### config.mk
export PLATFORM = sky130hd
export DESIGN_NAME = wbuffer_param
export DESIGN_NICKNAME = d
export VERILOG_FILES = /design/src/rtl/wbuffer_pkg.sv /design/src/rtl/wbuffer_axi_wr.sv /design/src/rtl/wbuffer_param.sv
export SDC_FILE = /design/constraint.sdc
export NUM_CORES = 2
export LEC_CHECK = 0
export BUFFER_PORTS_ARGS = -buffer_cell sky130_fd_sc_hd__buf_4
export CAP_MARGIN = 20
export CORE_AREA = 2 2 434 436
export DETAILED_ROUTE_END_ITERATION = 8
export DIE_AREA = 0 0 436 438
export PLACE_DENSITY = 0.68
export SKIP_CTS_REPAIR_TIMING = 1
export SLEW_MARGIN = 30
export SYNTH_ARGS = -nofsm -noshare
export SYNTH_HDL_FRONTEND = slang
export SYNTH_SLANG_ARGS = --single-unit
### constraint.sdc
create_clock -name clk -period 54.7 [get_ports clk]
set_input_delay 2.735 -clock clk [delete_from_list [all_inputs] [get_ports clk]]
set_output_delay 2.735 -clock clk [all_outputs]
set_load 0.005 [all_outputs]
### src/rtl/wbuffer_pkg.sv
// ============================================================================
// Module   : wbuffer_pkg
// Brief    : Shared types, AXI constants and line-geometry helpers for the
//            write buffer.
// Revision : 1.0
// ============================================================================
`default_nettype none

package wbuffer_pkg;

    typedef enum logic [1:0] {
        ST_IDLE = 2'd0,
        ST_AW   = 2'd1,
        ST_W    = 2'd2,
        ST_B    = 2'd3
    } wb_state_e;

    localparam logic [1:0] AXI_BURST_INCR = 2'b01;
    localparam logic [2:0] AXI_SIZE_4B    = 3'b010;

    function automatic int line_bytes(input int line_words);
        return line_words * 4;
    endfunction

    function automatic int offset_bits(input int line_words);
        return $clog2(line_words * 4);
    endfunction

    function automatic logic [31:0] line_align(input logic [31:0] addr, input int off);
        return addr & ~((32'h1 << off) - 32'h1);
    endfunction

endpackage

`default_nettype wire

### src/rtl/wbuffer_axi_wr.sv
// ============================================================================
// Module   : wbuffer_axi_wr
// Brief    : IDLE/AW/W/B burst engine; drains one buffer entry per burst.
// Revision : 1.0
// ============================================================================
`default_nettype none

module wbuffer_axi_wr
    import wbuffer_pkg::*;
#(
    parameter int          LINE_WORDS = 8,
    parameter logic [3:0]  AXI_ID     = 4'd1
) (
    input  logic                     clk,
    input  logic                     rstn,
    input  logic                     start_i,
    input  logic                     uncached_i,
    input  logic [31:0]              paddr_i,
    input  logic [3:0]               strb_i,
    input  logic [LINE_WORDS*32-1:0] line_i,
    output logic                     take_o,
    output logic                     done_o,
    output logic                     idle_o,
    output logic [3:0]               awid_o,
    output logic [31:0]              awaddr_o,
    output logic [3:0]               awlen_o,
    output logic [2:0]               awsize_o,
    output logic [1:0]               awburst_o,
    output logic [1:0]               awlock_o,
    output logic [3:0]               awcache_o,
    output logic [2:0]               awprot_o,
    output logic                     awvalid_o,
    input  logic                     awready_i,
    output logic [3:0]               wid_o,
    output logic [31:0]              wdata_o,
    output logic [3:0]               wstrb_o,
    output logic                     wlast_o,
    output logic                     wvalid_o,
    input  logic                     wready_i,
    input  logic                     bvalid_i,
    output logic                     bready_o
);

    localparam int                BEAT_W      = (LINE_WORDS > 1) ? $clog2(LINE_WORDS) : 1;
    localparam int                OFFSET_BITS = offset_bits(LINE_WORDS);
    localparam logic [BEAT_W-1:0] LAST_BEAT   = BEAT_W'(LINE_WORDS - 1);

    wb_state_e         state_q, state_d;
    logic [BEAT_W-1:0] beat_q, beat_d;
    logic [31:0]       words [LINE_WORDS];
    logic              last_beat;

    for (genvar g = 0; g < LINE_WORDS; g++) begin : g_words
        assign words[g] = line_i[g*32 +: 32];
    end

    // Uncached entries are a single beat carrying word 0.
    assign last_beat = uncached_i || (beat_q == LAST_BEAT);

    always_ff @(posedge clk) begin
        if (!rstn) begin
            state_q <= ST_IDLE;
            beat_q  <= '0;
        end else begin
            state_q <= state_d;
            beat_q  <= beat_d;
        end
    end

    always_comb begin
        state_d   = state_q;
        beat_d    = beat_q;
        take_o    = 1'b0;
        done_o    = 1'b0;
        awvalid_o = 1'b0;
        wvalid_o  = 1'b0;
        wlast_o   = 1'b0;
        bready_o  = 1'b0;
        case (state_q)
            ST_IDLE: begin
                if (start_i) begin
                    take_o  = 1'b1;
                    beat_d  = '0;
                    state_d = ST_AW;
                end
            end
            ST_AW: begin
                awvalid_o = 1'b1;
                if (awready_i) state_d = ST_W;
            end
            ST_W: begin
                wvalid_o = 1'b1;
                wlast_o  = last_beat;
                if (wready_i) begin
                    if (last_beat) begin
                        beat_d  = '0;
                        state_d = ST_B;
                    end else begin
                        beat_d = beat_q + 1'b1;
                    end
                end
            end
            ST_B: begin
                bready_o = 1'b1;
                if (bvalid_i) begin
                    done_o  = 1'b1;
                    state_d = ST_IDLE;
                end
            end
            default: state_d = ST_IDLE;
        endcase
    end

    assign idle_o    = (state_q == ST_IDLE);
    assign awid_o    = AXI_ID;
    assign awaddr_o  = uncached_i ? paddr_i : line_align(paddr_i, OFFSET_BITS);
    assign awlen_o   = uncached_i ? 4'd0 : 4'(LINE_WORDS - 1);
    assign awsize_o  = AXI_SIZE_4B;
    assign awburst_o = AXI_BURST_INCR;
    assign awlock_o  = 2'b00;
    assign awcache_o = 4'b0000;
    assign awprot_o  = 3'b000;
    assign wid_o     = AXI_ID;
    assign wdata_o   = words[beat_q];
    assign wstrb_o   = uncached_i ? strb_i : 4'hf;

endmodule

`default_nettype wire

### src/rtl/wbuffer_param.sv
// ============================================================================
// Module   : wbuffer_param
// Brief    : FIFO write buffer between dcache and AXI write channels with
//            line coalescing and same-cycle refill lookup.
// Revision : 1.0
// ============================================================================
`default_nettype none

module wbuffer_param
    import wbuffer_pkg::*;
#(
    parameter int          DEPTH      = 4,
    parameter int          LINE_WORDS = 8,
    parameter logic [3:0]  AXI_ID     = 4'd1
) (
    input  logic                     clk,
    input  logic                     rstn,
    input  logic                     wreq,
    input  logic                     uchd_wreq,
    input  logic [31:0]              wdata_paddr,
    input  logic [LINE_WORDS*32-1:0] wdata_line,
    input  logic [3:0]               wdata_strb,
    output logic                     wreq_recvd,
    output logic                     full,
    output logic                     empty,
    input  logic                     clear_req,
    output logic                     clear_done,
    input  logic                     lookup_req,
    input  logic [31:0]              lookup_paddr,
    output logic                     lookup_hit,
    output logic [LINE_WORDS*32-1:0] lookup_line,
    output logic [3:0]               awid,
    output logic [31:0]              awaddr,
    output logic [3:0]               awlen,
    output logic [2:0]               awsize,
    output logic [1:0]               awburst,
    output logic [1:0]               awlock,
    output logic [3:0]               awcache,
    output logic [2:0]               awprot,
    output logic                     awvalid,
    input  logic                     awready,
    output logic [3:0]               wid,
    output logic [31:0]              wdata,
    output logic [3:0]               wstrb,
    output logic                     wlast,
    output logic                     wvalid,
    input  logic                     wready,
    input  logic [3:0]               bid,
    input  logic [1:0]               bresp,
    input  logic                     bvalid,
    output logic                     bready
);

    localparam int LINE_W      = LINE_WORDS * 32;
    localparam int PTR_W       = $clog2(DEPTH);
    localparam int CNT_W       = PTR_W + 1;
    localparam int LINE_BYTES  = line_bytes(LINE_WORDS);
    localparam int OFFSET_BITS = offset_bits(LINE_WORDS);

    logic              valid_q    [DEPTH];
    logic              uncached_q [DEPTH];
    logic              draining_q [DEPTH];
    logic [31:0]       paddr_q    [DEPTH];
    logic [3:0]        strb_q     [DEPTH];
    logic [LINE_W-1:0] line_q     [DEPTH];

    logic [PTR_W-1:0]  head_q, tail_q;
    logic [CNT_W-1:0]  count_q;
    logic              wreq_recvd_q;

    logic              coal_hit;
    logic [PTR_W-1:0]  coal_idx;
    logic [PTR_W-1:0]  lk_idx;
    logic              decide, do_coal, do_push, do_pop, take, eng_idle;
    logic              unused_bits;

    function automatic logic same_line(input logic [31:0] a, input logic [31:0] b);
        return a[31:OFFSET_BITS] == b[31:OFFSET_BITS];
    endfunction

    // Draining entries are frozen so the burst in flight never changes.
    always_comb begin
        coal_hit = 1'b0;
        coal_idx = '0;
        for (int i = 0; i < DEPTH; i++) begin
            if (valid_q[i] && !uncached_q[i] && !draining_q[i] &&
                same_line(paddr_q[i], wdata_paddr)) begin
                coal_hit = 1'b1;
                coal_idx = PTR_W'(i);
            end
        end
    end

    // Walk oldest to youngest so the youngest match is the one kept.
    always_comb begin
        lookup_hit  = 1'b0;
        lookup_line = '0;
        lk_idx      = head_q;
        for (int i = 0; i < DEPTH; i++) begin
            lk_idx = head_q + PTR_W'(i);
            if (lookup_req && valid_q[lk_idx] && !uncached_q[lk_idx] &&
                same_line(paddr_q[lk_idx], lookup_paddr)) begin
                lookup_hit  = 1'b1;
                lookup_line = line_q[lk_idx];
            end
        end
    end

    // The requester still holds its request during the accept pulse.
    assign decide  = (wreq || uchd_wreq) && !clear_req && !wreq_recvd_q;
    assign do_coal = decide && wreq && coal_hit;
    assign do_push = decide && !do_coal && (count_q != CNT_W'(DEPTH));

    always_ff @(posedge clk) begin
        if (!rstn) begin
            head_q       <= '0;
            tail_q       <= '0;
            count_q      <= '0;
            wreq_recvd_q <= 1'b0;
            for (int i = 0; i < DEPTH; i++) begin
                valid_q[i]    <= 1'b0;
                draining_q[i] <= 1'b0;
            end
        end else begin
            wreq_recvd_q <= do_coal || do_push;
            count_q      <= count_q + CNT_W'(do_push) - CNT_W'(do_pop);
            if (do_push) begin
                valid_q[tail_q]    <= 1'b1;
                draining_q[tail_q] <= 1'b0;
                tail_q             <= tail_q + 1'b1;
            end
            if (take) draining_q[head_q] <= 1'b1;
            if (do_pop) begin
                valid_q[head_q]    <= 1'b0;
                draining_q[head_q] <= 1'b0;
                head_q             <= head_q + 1'b1;
            end
        end
    end

    always_ff @(posedge clk) begin
        if (do_push) begin
            uncached_q[tail_q] <= uchd_wreq;
            paddr_q[tail_q]    <= wdata_paddr;
            strb_q[tail_q]     <= wdata_strb;
            line_q[tail_q]     <= wdata_line;
        end
        if (do_coal) line_q[coal_idx] <= wdata_line;
    end

    wbuffer_axi_wr #(
        .LINE_WORDS (LINE_WORDS),
        .AXI_ID     (AXI_ID)
    ) u_axi_wr (
        .clk        (clk),
        .rstn       (rstn),
        .start_i    (valid_q[head_q]),
        .uncached_i (uncached_q[head_q]),
        .paddr_i    (paddr_q[head_q]),
        .strb_i     (strb_q[head_q]),
        .line_i     (line_q[head_q]),
        .take_o     (take),
        .done_o     (do_pop),
        .idle_o     (eng_idle),
        .awid_o     (awid),
        .awaddr_o   (awaddr),
        .awlen_o    (awlen),
        .awsize_o   (awsize),
        .awburst_o  (awburst),
        .awlock_o   (awlock),
        .awcache_o  (awcache),
        .awprot_o   (awprot),
        .awvalid_o  (awvalid),
        .awready_i  (awready),
        .wid_o      (wid),
        .wdata_o    (wdata),
        .wstrb_o    (wstrb),
        .wlast_o    (wlast),
        .wvalid_o   (wvalid),
        .wready_i   (wready),
        .bvalid_i   (bvalid),
        .bready_o   (bready)
    );

    assign wreq_recvd  = wreq_recvd_q;
    assign full        = (count_q == CNT_W'(DEPTH));
    assign empty       = (count_q == '0) && eng_idle;
    assign clear_done  = clear_req && empty;
    assign unused_bits = ^{bid, bresp, lookup_paddr[OFFSET_BITS-1:0], LINE_BYTES[0]};

endmodule

`default_nettype wire

Word-level counts from Yosys, hierarchy flattened

Memory sizes are Yosys's and may differ from the RTL's. A register that Yosys moved wholly into a read port is not among the register bits.
Cells that the tools add are included.
W data, S select, Z words.

Add/subtract/negate cells: 7
Reductions and logical operators: 60
Equal/unequal tests: 19
Order comparisons: 1
Bitwise gates (word level): 2
Mux-type cells: 78

Operator list:

| kind                  | number |
|---|---|
| $mux W256             | 5 |
| $reduce_or A256 Y1    | 1 |
| $eq A27 B27 Y1        | 8 |
| $bmux W32 S3          | 1 |
| $mux W32              | 2 |
| $mux W2               | 22 |
| $mux W1               | 40 |
| $logic_and A1 B1 Y1   | 32 |
| $logic_not A1 Y1      | 15 |
| $mux W3               | 4 |
| $pmux W2 S4           | 1 |
| $eq A3 B3 Y1 const B  | 2 |
| $ne A2 B2 Y1 const B  | 3 |
| $pmux W3 S2           | 1 |
| $mux W5               | 1 |
| $reduce_and A5 Y1     | 1 |
| $add A2 B1 Y2 const B | 2 |
| $add A2 B2 Y2 const B | 2 |
| $eq A2 B2 Y1 const B  | 2 |
| $ge A4 B4 Y1 const B  | 1 |
| $mux W4               | 1 |
| $ne A2 B1 Y1 const B  | 2 |
| $not A3 Y4            | 1 |
| $reduce_or A1 Y1      | 4 |
| 11 further kinds      | 13 |

Memories: 6
Output and inout port bits: 359
Logic and storage cells: 179
Memory bits (writable): 1,180
Register bits after elaboration: 13
Input port bits: 339

Memory list:

| memory     | depth | bits a word | read ports | clocked after memory_dff | write ports | RTL line            | text |
|---|---|---|---|---|---|---|---|
| line_q     | 4     | 256         | 4          | 1                        | 1           | wbuffer_param.sv:65 | `logic [LINE_W-1:0] line_q [DEPTH];` |
| paddr_q    | 4     | 32          | 8          | 1                        | 1           | wbuffer_param.sv:63 | `logic [31:0] paddr_q [DEPTH];` |
| strb_q     | 4     | 4           | 1          | 1                        | 1           | wbuffer_param.sv:64 | `logic [3:0] strb_q [DEPTH];` |
| draining_q | 4     | 1           | 4          | 0                        | 4           | wbuffer_param.sv:62 | `logic draining_q [DEPTH];` |
| uncached_q | 4     | 1           | 8          | 1                        | 1           | wbuffer_param.sv:61 | `logic uncached_q [DEPTH];` |
| valid_q    | 4     | 1           | 8          | 1                        | 4           | wbuffer_param.sv:60 | `logic valid_q [DEPTH];` |

Depth between registers and ports, before layout

An unclocked memory read counts as a cell.

Depth in word-level cells: 18
Gate-level depth with buffers: 20
Gate-level depth less buffers: 15

By module

From an unflattened synthesis, not the netlist that was laid out.

Cell total of the unflattened synthesis: 5,616
Area, all modules: 79,488.7 µm²

By module, submodules not included:

| module         | seq. area each (µm²) | area an instance (µm²) | cells each | times used |
|---|---|---|---|---|
| wbuffer_param  | 35,564.1             | 76,734.8               | 5,396      | 1 |
| wbuffer_axi_wr | 100.1                | 2,753.9                | 220        | 1 |

Worst setup path before layout

Ideal clock, no wire load.

Path kind: in2reg
From: in wdata_paddr[21]
To: mem line_q[0][0] (netlist name) (enable)
Library setup time: 1.239 ns
Arrival: 22.993 ns
Stages: 9
Setup slack: 30.468 ns
Buffers on the path: 1
Required time: 53.461 ns
Path through: clkbuf_1 -> xor2_1 -> or4_1 -> nor3_1 -> nand3_1 -> a41oi_1 -> nor2_1 -> a21oi_1 -> nor3b_1

Longest elaborated chain between the ends: 13
Elaborated cells on any way between the ends: 26
Those cells by class: 4 x eq/ne; 13 x mux; 9 x reduce/logical

Ends and longest elaborated chain:

| what                                                                        | RTL line            | text |
|---|---|---|
| start, declared                                                             | wbuffer_param.sv:20 | `input logic [31:0] wdata_paddr,` |
| parallel branches: the longest is 13 deep, another holds $reduce_or A256 Y1 | -                   |  |
| end, declared                                                               | wbuffer_param.sv:65 |  |

Parallel ways; which one is timed is not known.

Final worst setup path

From: reg head_q[1]
To: out lookup_line[112]

Longest elaborated chain between the ends: 8
Elaborated cells on any way between the ends: 25
Those cells by class: 3 x add/sub; 3 x eq/ne; 3 x mux; 12 x reduce/logical; 4 x memory

Ends and longest elaborated chain:

| what                                                                   | RTL line             | text |
|---|---|---|
| start, declared                                                        | wbuffer_param.sv:67  | `logic [PTR_W-1:0] head_q, tail_q;` |
| start signal, assigned                                                 | wbuffer_param.sv:136 | `head_q <= head_q + 1'b1;` |
| parallel branches: the longest is 7 deep, another holds $mem_v2 Z4 W32 | -                    |  |
| $mux W256 (*)                                                          | wbuffer_param.sv:101 | `if (lookup_req && valid_q[lk_idx] && !uncached_q[lk_idx] &&` |
| end, declared                                                          | wbuffer_param.sv:31  | `output logic [LINE_WORDS*32-1:0] lookup_line,` |

Every way passes the cells marked *.

==> impl_metrics.xml <==
<?xml version="1.0" encoding="UTF-8"?>
<metrics>
  <group name="finish">
    <metric name="synthToLayoutAreaGrowth" unit="%">15.6</metric>
    <metric name="nNetsFinal" unit="">6176</metric>
    <metric name="share_of_post_route_cells_with_drive_strength_above_1" unit="">0.331</metric>
    <metric name="layout.cell_area.non_filler" unit="sq mm">0.0858</metric>
    <metric name="fillers" unit="">16374</metric>
    <metric name="layout_common_cells" unit="">1173 x sky130_fd_sc_hd__edfxtp_1, 729 x sky130_fd_sc_hd__buf_4, 650 x sky130_fd_sc_hd__mux4_2</metric>
    <metric name="most_common_cell_after_layout_fill_and_taps_aside" unit="">sky130_fd_sc_hd__edfxtp_1</metric>
  </group>
  <group name="floorplanning">
    <metric name="ios" unit="">698</metric>
    <metric name="start_util" unit="">0.398</metric>
    <metric name="die_area" unit="sq mm">0.191</metric>
    <metric name="fp.dieH" unit="um">438</metric>
    <metric name="die-width" unit="um">436</metric>
    <metric name="row_count" unit="">159</metric>
    <metric name="core_box_area" unit="sq mm">0.187</metric>
  </group>
  <group name="setup_path">
    <metric name="critPathRequiredTime" unit="ns">51.97</metric>
    <metric name="crit_path_buffers_inverters" unit="">6</metric>
    <metric name="end_kind" unit="">output pin</metric>
    <metric name="cp_data_arrival_time" unit="ns">9.79</metric>
    <metric name="cp_top_family" unit="">buffers and inverters</metric>
    <metric name="cpPeakStageDelay" unit="ns">1.00</metric>
    <metric name="worstPathMaxFanout" unit="">85</metric>
    <metric name="critical_path.most_common_cell" unit="">sky130_fd_sc_hd__buf_4</metric>
    <metric name="critical_path_class" unit="">reg2out</metric>
    <metric name="startpoint_type" unit="">register</metric>
    <metric name="crit_path_top_delay_cell" unit="">sky130_fd_sc_hd__dfxtp_4</metric>
    <metric name="path_cells" unit="">inv_1 -&gt; ha_4 -&gt; clkinv_1 -&gt; mux2i_1 -&gt; xnor2_1 -&gt; nand4_1 -&gt; nor4_1 -&gt; o2111a_4 -&gt; buf_6 -&gt; buf_4 -&gt; buf_4 -&gt; a221oi_1 -&gt; a22oi_1 -&gt; buf_4</metric>
  </group>
  <group name="grt">
    <metric name="number_of_global_route_vias_before_repair" unit="">52713</metric>
    <metric name="grt_max_degree" unit="">225</metric>
    <metric name="wire_length_of_the_first_global_routing_pass" unit="um">378000</metric>
    <metric name="grt_usage" unit="">0.271</metric>
    <metric name="grt_overflow_total" unit="">0</metric>
    <metric name="antenna_found_initial" unit="">106</metric>
  </group>
  <group name="power">
    <metric name="powerDensity" unit="mW/mm^2">29.1</metric>
    <metric name="switching_portion_of_total_power" unit="">0.281</metric>
    <metric name="p_int" unit="uW">1790</metric>
    <metric name="fraction_of_power_consumed_by_the_clock_network" unit="">0.371</metric>
    <metric name="sequentialPowerShare" unit="">0.452</metric>
    <metric name="power.switching" unit="uW">702</metric>
    <metric name="vdd_drop_max" unit="mV">0.0242</metric>
    <metric name="combinationalPowerShare" unit="">0.177</metric>
    <metric name="leakage" unit="uW">0.0275</metric>
  </group>
  <group name="clocking">
    <metric name="cts-root-buf" unit="">sky130_fd_sc_hd__clkbuf_16</metric>
    <metric name="clkTransAtPathRegs" unit="ns">0.06</metric>
    <metric name="tritoncts_num_sinks" unit="">1195</metric>
    <metric name="cts_tree" unit="">done</metric>
    <metric name="clock_tree.htree_level_count" unit="">4</metric>
    <metric name="cts_inserted_buffers" unit="">140</metric>
    <metric name="worstSkewPairLatency" unit="ns">0.83</metric>
    <metric name="cts.path.max_buffers" unit="">3</metric>
  </group>
  <group name="timing">
    <metric name="max_slew.worst_pin.slew" unit="ns">1.04</metric>
    <metric name="finalSetupViolations" unit="">0</metric>
    <metric name="post-route-period-util" unit="">0.229</metric>
    <metric name="clock.fmax" unit="MHz">79.9</metric>
    <metric name="rsz_0062_raised_after_global_routing" unit="">no</metric>
    <metric name="maxSlewHeadroom" unit="">0.304</metric>
    <metric name="finalHoldViolations" unit="">0</metric>
    <metric name="timing.final.crit_period" unit="ns">12.52</metric>
    <metric name="fin_ws" unit="ns">42.18</metric>
    <metric name="setup_tns" unit="ns">0</metric>
    <metric name="finalMaxSlewViolations" unit="">0</metric>
    <metric name="worst_clock_skew" unit="ns">0.0513</metric>
  </group>
  <group name="yosys">
    <metric name="yosysSeqAreaShare" unit="">0.480</metric>
    <metric name="post_synth_edffs" unit="">1173</metric>
    <metric name="netlist-cell-type-count" unit="">70</metric>
    <metric name="synth-main-ff-cell" unit="">sky130_fd_sc_hd__edfxtp_1</metric>
    <metric name="ys_seq_elements" unit="">1195</metric>
    <metric name="syn_warnings" unit="">0</metric>
    <metric name="postSynthAreaPerCell" unit="sq um">13.6</metric>
    <metric name="syn_area" unit="sq mm">0.0742</metric>
    <metric name="post_syn_instances" unit="">5465</metric>
    <metric name="asyncSetResetFlopFracSynth" unit="">0</metric>
  </group>
  <group name="routing">
    <metric name="wl_per_cell" unit="um">31.4</metric>
    <metric name="final_antenna_net_count" unit="">0</metric>
    <metric name="post_drt_via_cell_ratio" unit="">6.51</metric>
    <metric name="drtPass1Iterations" unit="">6</metric>
    <metric name="finalWirelength" unit="um">267000</metric>
    <metric name="detailroute.wirelength.met2" unit="um">121000</metric>
    <metric name="dr.first_iter.drc_count" unit="">7230</metric>
    <metric name="wl_met3" unit="um">25700</metric>
    <metric name="vias" unit="">55405</metric>
    <metric name="top_sig_layer" unit="">met5</metric>
    <metric name="detail_route.drc_violations" unit="">0</metric>
    <metric name="routedLengthMet1" unit="um">97100</metric>
  </group>
  <group name="outcome">
    <metric name="outcome" unit="">completed</metric>
  </group>
  <group name="placement">
    <metric name="post-dp-hpwl" unit="um">178000</metric>
    <metric name="place_congestion" unit="">0.924</metric>
    <metric name="placedInstanceArea" unit="sq mm">0.0809</metric>
    <metric name="dpl_worst_slack" unit="ns">43.11</metric>
    <metric name="buffer_ports.inserted" unit="">663</metric>
  </group>
  <group name="worst_hold_path">
    <metric name="hold_class" unit="">reg2reg</metric>
  </group>
  <group name="flow_run">
    <metric name="max_cap_violations" unit="">0</metric>
  </group>
</metrics>
## worst paths after layout
kind / start / to / slack (ns) / depth (start not counted)
max reg2reg: paddr_q[2][15] / line_q[0][100] / 49.34 / 11
min reg2reg: draining_q[0] / draining_q[0] / 0.49 / 2
min: draining_q[0] / draining_q[0] / 0.49 / 2
max: head_q[1] / lookup_line[112] / 42.18 / 14
## synthesized netlist by cell type (40+ instances only)
cell type / number / area [sq um]
sky130_fd_sc_hd__a22oi_2: 40 / 500
sky130_fd_sc_hd__xor2_1: 56 / 490
sky130_fd_sc_hd__buf_1: 78 / 293
sky130_fd_sc_hd__mux2i_1: 443 / 4430
sky130_fd_sc_hd__mux4_2: 650 / 14600
sky130_fd_sc_hd__buf_2: 86 / 430
sky130_fd_sc_hd__a21oi_1: 121 / 606
sky130_fd_sc_hd__or3_1: 106 / 663
sky130_fd_sc_hd__edfxtp_1: 1173 / 35200
sky130_fd_sc_hd__a221oi_1: 155 / 1360
sky130_fd_sc_hd__o21ai_0: 525 / 2630
sky130_fd_sc_hd__nand3_1: 161 / 806
sky130_fd_sc_hd__xnor2_1: 151 / 1320
sky130_fd_sc_hd__a22oi_1: 218 / 1640
sky130_fd_sc_hd__mux2_2: 295 / 3320
sky130_fd_sc_hd__buf_4: 48 / 360
sky130_fd_sc_hd__nand2_1: 537 / 2020
sky130_fd_sc_hd__clkbuf_1: 344 / 1290
## per-stage QoR
stage | std cells | hold WS (ns) | total power [uW] | utilization
floorplan | 5486 | 0.440 | 1420 | -
global placement | 8162 | 0.469 | 1560 | 0.433
detailed placement | 8166 | 0.488 | 1580 | 0.433
CTS | 8414 | 0.496 | 2500 | 0.457
global route | 8493 | 0.510 | 2570 | 0.459
finish | 8513 | 0.493 | 2500 | 0.460
## cell families after synthesis
kind of cell | Yosys count | synth area share
adder cells (fa/ha/maj) | 17 | 0.00297
other | 2 | 0.000101
AND/OR/NAND/NOR | 952 | 0.0587
multiplexers | 1388 | 0.302
XOR/XNOR | 207 | 0.0244
flip-flops | 1195 | 0.480
AO/OA/AOI/OAI | 1111 | 0.0965
buffers and inverters | 593 | 0.0351
## power groups by stage
| stage | Sequential (uW) | Combinational [uW] | Clock [uW] |
|---|---|---|---|
| 2_1_floorplan | 1170 | 258 | 0 |
| 6_report | 1130 | 441 | 926 |
| 5_1_grt | 1130 | 462 | 974 |
| 4_1_cts | 1130 | 434 | 938 |
| 3_5_place_dp | 1150 | 432 | 0 |
| 3_3_place_gp | 1140 | 424 | 0 |
## sequential cells by signal, indices dropped and copies added (netlist names), 2 cells and up, named ones only
signal,cells
draining_q,4
valid_q,4
u_axi_wr.state_q,2
line_q,1024
head_q,2
count_q,3
paddr_q,128
strb_q,16
tail_q,2
u_axi_wr.beat_q,3
uncached_q,4
## layer usage
layer | vias to the layer above | track usage
met3 | 715 | 0.0509
met4 | 34 | 0.210
met1 | 28227 | 0.345
met2 | 3519 | 0.410
met5 | - | 0
li1 | 22910 | -
## worst register-to-register path, stage by stage, from the launching register on
cell	delay [ns]
sky130_fd_sc_hd__edfxtp_1	0.45
sky130_fd_sc_hd__xnor2_1	0.40
sky130_fd_sc_hd__nand4_1	0.21
sky130_fd_sc_hd__nor3_1	0.51
sky130_fd_sc_hd__nand3_1	0.17
sky130_fd_sc_hd__a41oi_1	0.53
sky130_fd_sc_hd__nor2_1	0.09
sky130_fd_sc_hd__a21oi_1	0.35
sky130_fd_sc_hd__nor3b_2	0.32
sky130_fd_sc_hd__buf_12	0.40
sky130_fd_sc_hd__buf_16	0.48
sky130_fd_sc_hd__buf_4	0.94
## cell type report
type                            instances  area, sq um  share of cell area
Clock inverter                         82          878              0.0102
Multi-Input combinational cell       3698        36100               0.421
Clock buffer                          166         3610              0.0421
Tap cell                             2495         3120              0.0364
Timing Repair Buffer                  760         6060              0.0706
Inverter                               25         93.8             0.00109
Sequential cell                      1195        35700               0.416
Antenna cell                           92          230             0.00268
(Power assumes the default switching activity.)
